<file path="config.mk">
export PLATFORM = sky130hd
export DESIGN_NAME = bip_uart_interface
export DESIGN_NICKNAME = d
export VERILOG_FILES = /design/src/rtl/bip_uart_interface.sv
export SDC_FILE = /design/constraint.sdc
export NUM_CORES = 1
export LEC_CHECK = 0
export ABC_CLOCK_PERIOD_IN_PS = 2390
export CORE_MARGIN = 2
export CORE_UTILIZATION = 56
export DETAILED_ROUTE_END_ITERATION = 10
export GPL_ROUTABILITY_DRIVEN = 0
export PLACE_DENSITY = 0.88
export SETUP_SLACK_MARGIN = 0.5
export SLEW_MARGIN = 15
export SYNTH_ARGS = -nofsm -noshare
export SYNTH_HDL_FRONTEND = slang
export SYNTH_SLANG_ARGS = --single-unit
export TNS_END_PERCENT = 20
</file>
<file path="constraint.sdc">
create_clock -name clk -period 2.39 [get_ports clk]
set_input_delay 0.478 -clock clk [delete_from_list [all_inputs] [get_ports clk]]
set_output_delay 0.478 -clock clk [all_outputs]
set_load 0.05 [all_outputs]
</file>
<file path="src/rtl/bip_uart_interface.sv">
// bip_uart_interface
// Reports the result of a BIP program over a UART line. When bip_done rises,
// the 16-bit accumulator and the 8-bit instruction count are captured. They
// are then sent as three back-to-back 8N1 frames in this order:
// accumulator[15:8], accumulator[7:0], inst_count.
//
// Ports:
//   clk          system clock, rising edge
//   rst          asynchronous active-low reset
//   accumulator  BIP accumulator, sampled on a bip_done rising edge
//   inst_count   BIP executed-instruction count, sampled with accumulator
//   bip_done     BIP completion level (stays high after halt)
//   o_tx         registered UART TX line, idle high
//
// State table:
//   state      | meaning
//   S_IDLE     | line idle, waiting for a bip_done rising edge
//   S_START    | start bit (0) of byte byte_q
//   S_DATA     | data bit bit_q of byte byte_q, LSB first
//   S_STOP     | stop bit (1) of byte byte_q
//   S_WAIT_LOW | report sent, bip_done still high; wait for it to drop
module bip_uart_interface #(
   parameter int CLKS_PER_BIT = 5208
) (
   input  logic        clk,
   input  logic        rst,
   input  logic [15:0] accumulator,
   input  logic [7:0]  inst_count,
   input  logic        bip_done,
   output logic        o_tx
);

   typedef enum logic [2:0] {
      S_IDLE,
      S_START,
      S_DATA,
      S_STOP,
      S_WAIT_LOW
   } state_t;

   localparam logic [15:0] BAUD_LAST = 16'(CLKS_PER_BIT - 1);

   state_t      state_q, state_d;
   logic        done_q;
   logic [15:0] acc_q, acc_d;
   logic [7:0]  cnt_q, cnt_d;
   logic [15:0] baud_q, baud_d;
   logic [2:0]  bit_q, bit_d;
   logic [1:0]  byte_q, byte_d;
   logic        tx_q, tx_d;

   logic        done_edge;
   logic        baud_last;
   logic [7:0]  cur_byte;

   assign done_edge = bip_done & ~done_q;
   assign baud_last = (baud_q == BAUD_LAST);
   assign o_tx      = tx_q;

   always_comb begin
      cur_byte = cnt_q;
      case (byte_q)
         2'd0:    cur_byte = acc_q[15:8];
         2'd1:    cur_byte = acc_q[7:0];
         default: cur_byte = cnt_q;
      endcase
   end

   // tx_d is the line level for the current state; it is registered, so the
   // line trails the state by exactly one cycle for every bit alike.
   always_comb begin
      state_d = state_q;
      acc_d   = acc_q;
      cnt_d   = cnt_q;
      baud_d  = baud_q;
      bit_d   = bit_q;
      byte_d  = byte_q;
      tx_d    = 1'b1;

      case (state_q)
         S_IDLE: begin
            baud_d = '0;
            bit_d  = '0;
            byte_d = '0;
            if (done_edge) begin
               acc_d   = accumulator;
               cnt_d   = inst_count;
               state_d = S_START;
            end
         end
         S_START: begin
            tx_d   = 1'b0;
            baud_d = baud_last ? '0 : baud_q + 16'd1;
            if (baud_last) state_d = S_DATA;
         end
         S_DATA: begin
            tx_d   = cur_byte[bit_q];
            baud_d = baud_last ? '0 : baud_q + 16'd1;
            if (baud_last) begin
               if (bit_q == 3'd7) begin
                  bit_d   = '0;
                  state_d = S_STOP;
               end else begin
                  bit_d = bit_q + 3'd1;
               end
            end
         end
         S_STOP: begin
            tx_d   = 1'b1;
            baud_d = baud_last ? '0 : baud_q + 16'd1;
            if (baud_last) begin
               if (byte_q < 2'd2) begin
                  byte_d  = byte_q + 2'd1;
                  state_d = S_START;
               end else begin
                  byte_d  = '0;
                  // Only re-arm once bip_done has been seen low, so a held
                  // level never produces a second report.
                  state_d = bip_done ? S_WAIT_LOW : S_IDLE;
               end
            end
         end
         S_WAIT_LOW: begin
            if (!bip_done) state_d = S_IDLE;
         end
         default: state_d = S_IDLE;
      endcase
   end

   always_ff @(posedge clk or negedge rst) begin
      if (!rst) begin
         state_q <= S_IDLE;
         done_q  <= 1'b0;
         acc_q   <= '0;
         cnt_q   <= '0;
         baud_q  <= '0;
         bit_q   <= '0;
         byte_q  <= '0;
         tx_q    <= 1'b1;
      end else begin
         state_q <= state_d;
         done_q  <= bip_done;
         acc_q   <= acc_d;
         cnt_q   <= cnt_d;
         baud_q  <= baud_d;
         bit_q   <= bit_d;
         byte_q  <= byte_d;
         tx_q    <= tx_d;
      end
   end

endmodule

</file>
== Word level (Yosys, flattened, before mapping) ==
Cells that the tools add are included.

* Register bits: 50
* Bits of input ports: 27
* Output and inout bits: 1
* Word-level logic and storage cells: 59

* Add/sub/neg operators: 3
* Order comparisons: 2
* Equal/unequal tests: 13
* Multiplexer cells: 21
* Bitwise operators: 2
* Reduce and logical (&&, ||, !) cells: 10

{| class="wikitable"
|+ Operators by type and width
! cell !! number
|-
| 16-bit one-hot mux with 2 select lines || 1
|-
| 3-bit two-way mux || 10
|-
| 16-bit by 1-bit adder with 16-bit output (second input constant) || 1
|-
| 16-bit by 13-bit equality test with 1-bit output (second input constant) || 1
|-
| 16-bit two-way mux || 1
|-
| 8-bit one-hot mux with 2 select lines || 1
|-
| 3-bit one-hot mux with 5 select lines || 1
|-
| 2-bit inequality test (second input constant) || 6
|-
| 3-bit by 2-bit equality test with 1-bit output (second input constant) || 2
|-
| 3-bit equality test (second input constant) || 2
|-
| 3-bit one-hot mux with 2 select lines || 1
|-
| 2-bit AND reduction || 3
|-
| 6-bit AND reduction || 1
|-
| 2-bit nonzero test || 3
|-
| 3-bit by 4-bit < comparator with 1-bit output (second input constant) || 1
|-
| 2-bit two-way mux || 2
|-
| 2-bit one-hot mux with 2 select lines || 1
|-
| 3-bit by 1-bit adder with 3-bit output (second input constant) || 1
|-
| 1-bit binary-select mux with 3-bit select || 1
|-
| 3-bit by 1-bit equality test with 1-bit output (second input constant) || 1
|-
| 3-bit zero test || 1
|-
| 3-bit OR reduction || 1
|-
| 2-bit by 1-bit adder with 2-bit output (second input constant) || 1
|-
| 2-bit by 1-bit equality test with 1-bit output (second input constant) || 1
|-
| 6 further kinds || 6
|}

== Longest topological paths before layout ==
Gate-level depths: netlist (run 1).

* Word-level depth: 5
* Mapped depth: 8
* Mapped depth without buffers: 6

== Least setup slack after synthesis (run 1) ==
Ideal clock, no wire load.

* Path type: reg-to-reg
* From: reg byte_q[0]
* To: reg tx_q (netlist: o_tx)
* Library setup time: 0.094 ns
* Data arrival time: 1.989 ns
* Required time: 2.296 ns
* Path slack: 0.307 ns
* Stages on the path, launching flop included: 7
* Buffers on the path: 1
* Period minus slack after synthesis: 2.083 ns
* Cells stage by stage: dfrtp_1 -> buf_6 -> mux2_1 -> mux4_2 -> mux4_2 -> nor4b_2 -> a21oi_1

* Word-level cells in the longest chain between the ends: 5
* Elaborated cells on any way between the ends: 6
* Those cells by class: eq/ne: 1; mux: 4; reduce/logical: 1

{| class="wikitable"
|+ RTL lines
! what !! line !! text
|-
| from (decl) || 49 || <nowiki>logic [1:0] byte_q, byte_d;</nowiki>
|-
| from (signal assigned) || 147 || <nowiki>byte_q <= byte_d;</nowiki>
|-
| 2-bit by 1-bit equality test with 1-bit output / 2-bit zero test (equally long branches) || 62 || <nowiki>case (byte_q)</nowiki>
|-
| 8-bit one-hot mux with 2 select lines * || 62 ||
|-
| 1-bit binary-select mux with 3-bit select * || 97 || <nowiki>tx_d = cur_byte[bit_q];</nowiki>
|-
| 1-bit two-way mux (implied by the code) * || 97 ||
|-
| 1-bit one-hot mux with 2 select lines * || 80 || <nowiki>case (state_q)</nowiki>
|-
| via tx_d || 50 || <nowiki>logic tx_q, tx_d;</nowiki>
|-
| to (signal assigned) || 148 || <nowiki>tx_q <= tx_d;</nowiki>
|-
| to (decl) || 50 ||
|}

The timed path passes the listed nets; every way through them passes the cells marked *. The select of a mux whose other input is x is not followed.
A chain may end at the register's enable or synchronous reset.

== Final worst setup path (run 1) ==
Same ends and word-level chain as after synthesis.

==> impl_results.md, run 1 <==
- Count leader, synth: dfrtp_1
- Starting Density: 57.8%
- Nets@finish: 285
- Worst-margin pin slew: 821 ps
- Switching Power: 0.000496 W
- Initial antenna violation count: 0
- I/O pin cnt: 28
- Fin. max-slew vios: 0
- Vias per Instance: 6.06
- Drt drc: 0
- Max Freq: 451 MHz
- CP Max Fanout: 9
- Final period utilization: 92.7%
- Num CTS Buffers: 5
- EDFF count, synth: 0
- Max-slew headroom at the worst pin: 45.2%
- Diode count: 0
- Vias in the first global route: 1875
- Critical path type: flip-flop to flip-flop
- First-pass GRT wire length: 8500 um
- Core ar.: 4350 um2
- Max-cap viol count: 0
- Cell Pwr Density: 637 nW/um2
- Overall fraction of global-route tracks in use: 21.4%
- Endpoints failing hold: 0
- Cells after synthesis: 221
- Yosys warnings: 0
- Initial DRC count: 104
- H-tree depth: 2
- Leak pwr: 1.31 nW
- Clk_lat worst skew: 300 ps
- Crit end category: flip-flop
- HPWL after detailed placement: 3460 um
- Post-synthesis cell type count: 42
- Root Buffer: clkbuf_8
- Maximum vdd drop: 0.419 mV
- Worst Skew: 6.51 ps
- Area leader, netlist: dfrtp_1
- Reg clk slew, reported paths: 90 ps
- Total number of vias: 1865
- Worst Hold Class: input port to asynchronous set/reset pin
- DRT antenna net count: 0
- RSZ-0062 raised after global routing: true
- Post-synth top flop: dfrtp_1
- Die Width: 71.0 um
- Avg Cell Area, Syn: 11.4 um2
- Port Buffers: 27
- Register bit total from synthesis: 50
- CP arrival: 2450 ps
- Register area share after synthesis: 49.8%
- Clock tree from TritonCTS: yes
- WL/cell: 16.1 um
- Status: finished clean
- Final-report setup violation count: 0
- Commonest cells in the netlist: dfrtp_1 (49), mux2_1 (30), o21ai_1 (18)
- Area Overhead vs Synth: 21.3%
- Clock power frac: 30.5%
- Full die area: 5040 um2
- CTS Sinks: 50
- Overflow after GRT: 0
- Largest net degree at the start of global routing: 39
- Async S/R FF share, synth: 100%
- Mapped Area: 2510 um2
- Comb power frac: 14.8%
- Die H: 71.0 um
- Sw Share: 25.5%
- Hold_ws: 259 ps
- Syn nets: 251
- Setup TNS: 0 ps
- Row count: 24
- Final worst path period need: 2220 ps
- Total internal power: 0.00145 W
- Crit path required time: 2620 ps
- Share of cells above drive strength 1: 15.6%
- First-pass DRT Iterations: 4
- Post-Route WL: 4950 um
- Area contributors post-synth: dfrtp_1 (49%), mux2_1 (13%), mux4_2 (4.5%), o21ai_1 (3.6%), nand3_1 (2.8%)
- Sequential share of power: 54.7%
- Area fraction of the dominant cell type after synthesis: 48.8%
- Crit path launch type: flip-flop
- CTS max path bufs: 2
## metrics by stage
| step | cells | instance area, um2 | setup WS [ps] | total power (W) | util (%) |
|---|---|---|---|---|---|
| final | 308 | 3050 | 174 | 0.00194 | 70.1 |
| after global routing | 308 | 3050 | 107 | 0.00203 | 70.1 |
| after CTS | 305 | 2990 | 161 | 0.00193 | 68.8 |
| after detailed placement | 296 | 2880 | 42.4 | 0.00135 | 66.1 |
| after global placement | 296 | 2880 | 195 | 0.00133 | 66.1 |
| after floorplan | 221 | 2520 | 307 | 0.00122 | - |
## power by group through the flow
| stage | Sequential, W | Combinational (W) | Clock, W |
|---|---|---|---|
| detailed placement | 0.00107 | 0.000275 | 0 |
| global placement | 0.00107 | 0.000262 | 0 |
| floorplan | 0.00104 | 0.000185 | 0 |
| CTS | 0.00105 | 0.000277 | 0.000598 |
| global route | 0.00108 | 0.000324 | 0.000627 |
| finish | 0.00106 | 0.000287 | 0.000592 |
## logic make-up (layout without fill, tap and decap cells)
| family | count (synthesis) | count (layout) | synth area share, % |
|---|---|---|---|
| compound gates | 40 | 40 | 10.3 |
| xor+xnor | 5 | 5 | 1.74 |
| fa+ha+maj | 3 | 3 | 1.49 |
| buf+inv | 18 | 53 | 3.08 |
| flops | 50 | 50 | 49.8 |
| mux | 39 | 39 | 19.6 |
| simple gates | 66 | 66 | 14.0 |
## sequential cells by signal (all words and copies together), names as in the netlist
| name | count |
|---|---|
| acc_q | 16 |
| done_q | 1 |
| bit_q | 3 |
| byte_q | 2 |
| state_q | 3 |
| o_tx | 1 |
| baud_q | 16 |
| cnt_q | 8 |
## metal layers
metal | share of wire (%) | routed length [um] | up-vias | GRT usage (%)
met2 | 49 | 2430 | 44 | 34.1
met3 | 4.4 | 220 | 9 | 4.27
met5 | 0 | 0 | - | 0
li1 | - | - | 874 | -
met1 | 45 | 2210 | 938 | 28.8
met4 | 1.9 | 93 | 0 | 9.01
## critical path, cell delays in order (launching register included)
cell and delay [ps]:
dfrtp_2 490, mux2_1 350, mux4_2 480, mux4_2 490
nor4b_2 250, a21oi_1 80
## cell usage in the layout (no fill, tap or decap), types with 2 or more instances in the layout
cell type and n:
and3_1 3, o21ai_1 18, mux2_1 30, inv_1 2
clkbuf_8 5, a311oi_1 3, nand4_1 2, o31ai_1 2
mux2_2 2, clkdlybuf4s50_1 25, nor2_1 14, dfrtp_1 48
a21oi_1 4, ha_1 2, nand2b_1 3, nand3_1 14
a22o_1 6, nand2_1 11, nor3_1 3, mux2i_1 2
nor4bb_1 2, nand3b_1 3, inv_2 2, mux4_2 5
xor2_1 4, a211oi_1 3, o311ai_1 2, buf_4 11
buf_6 2
## final timing paths
kind | from | to | slack, ps | cells after the start
worst min register to register | baud_q[15]$_DFFE_PN0P_ | baud_q[15]$_DFFE_PN0P_ | 480 | 1
worst max-delay path | byte_q[0]$_DFFE_PN0P_ | o_tx$_DFF_PN1_ | 170 | 5
min in group clk | baud_q[15]$_DFFE_PN0P_ | baud_q[15]$_DFFE_PN0P_ | 480 | 1
max in group asynchronous | rst | baud_q[11]$_DFFE_PN0P_ | 1470 | 2
worst max register to register | byte_q[0]$_DFFE_PN0P_ | o_tx$_DFF_PN1_ | 170 | 5
worst min-delay path | rst | cnt_q[2]$_DFFE_PN0P_ | 260 | 1
## repair_timing
action	4_1_cts	5_1_grt
endpoints found under the hold margin	0	0
gates resized for setup	2	8
setup endpoints to repair	12	24
pin swaps	0	2
setup buffers	1	3
hold buffers	0	0
## cell type report
class                      instances  area, um2
clock buffer                       6       72.6
multi-input combinational        153       1220
clock inverter                     2       37.5
tap                               52       65.1
timing repair buffer              41        389
sequential                        50       1250
inverter                           4       15.0
fill                             276       1300
Note: power is estimated with default switching activity, not from simulation.
==> run 2: changes to the inputs <==
GPL_TIMING_DRIVEN = 1   (was not set)
==> results of run 2 <==
Final layout, timing and power as in run 1 (identical DEF).
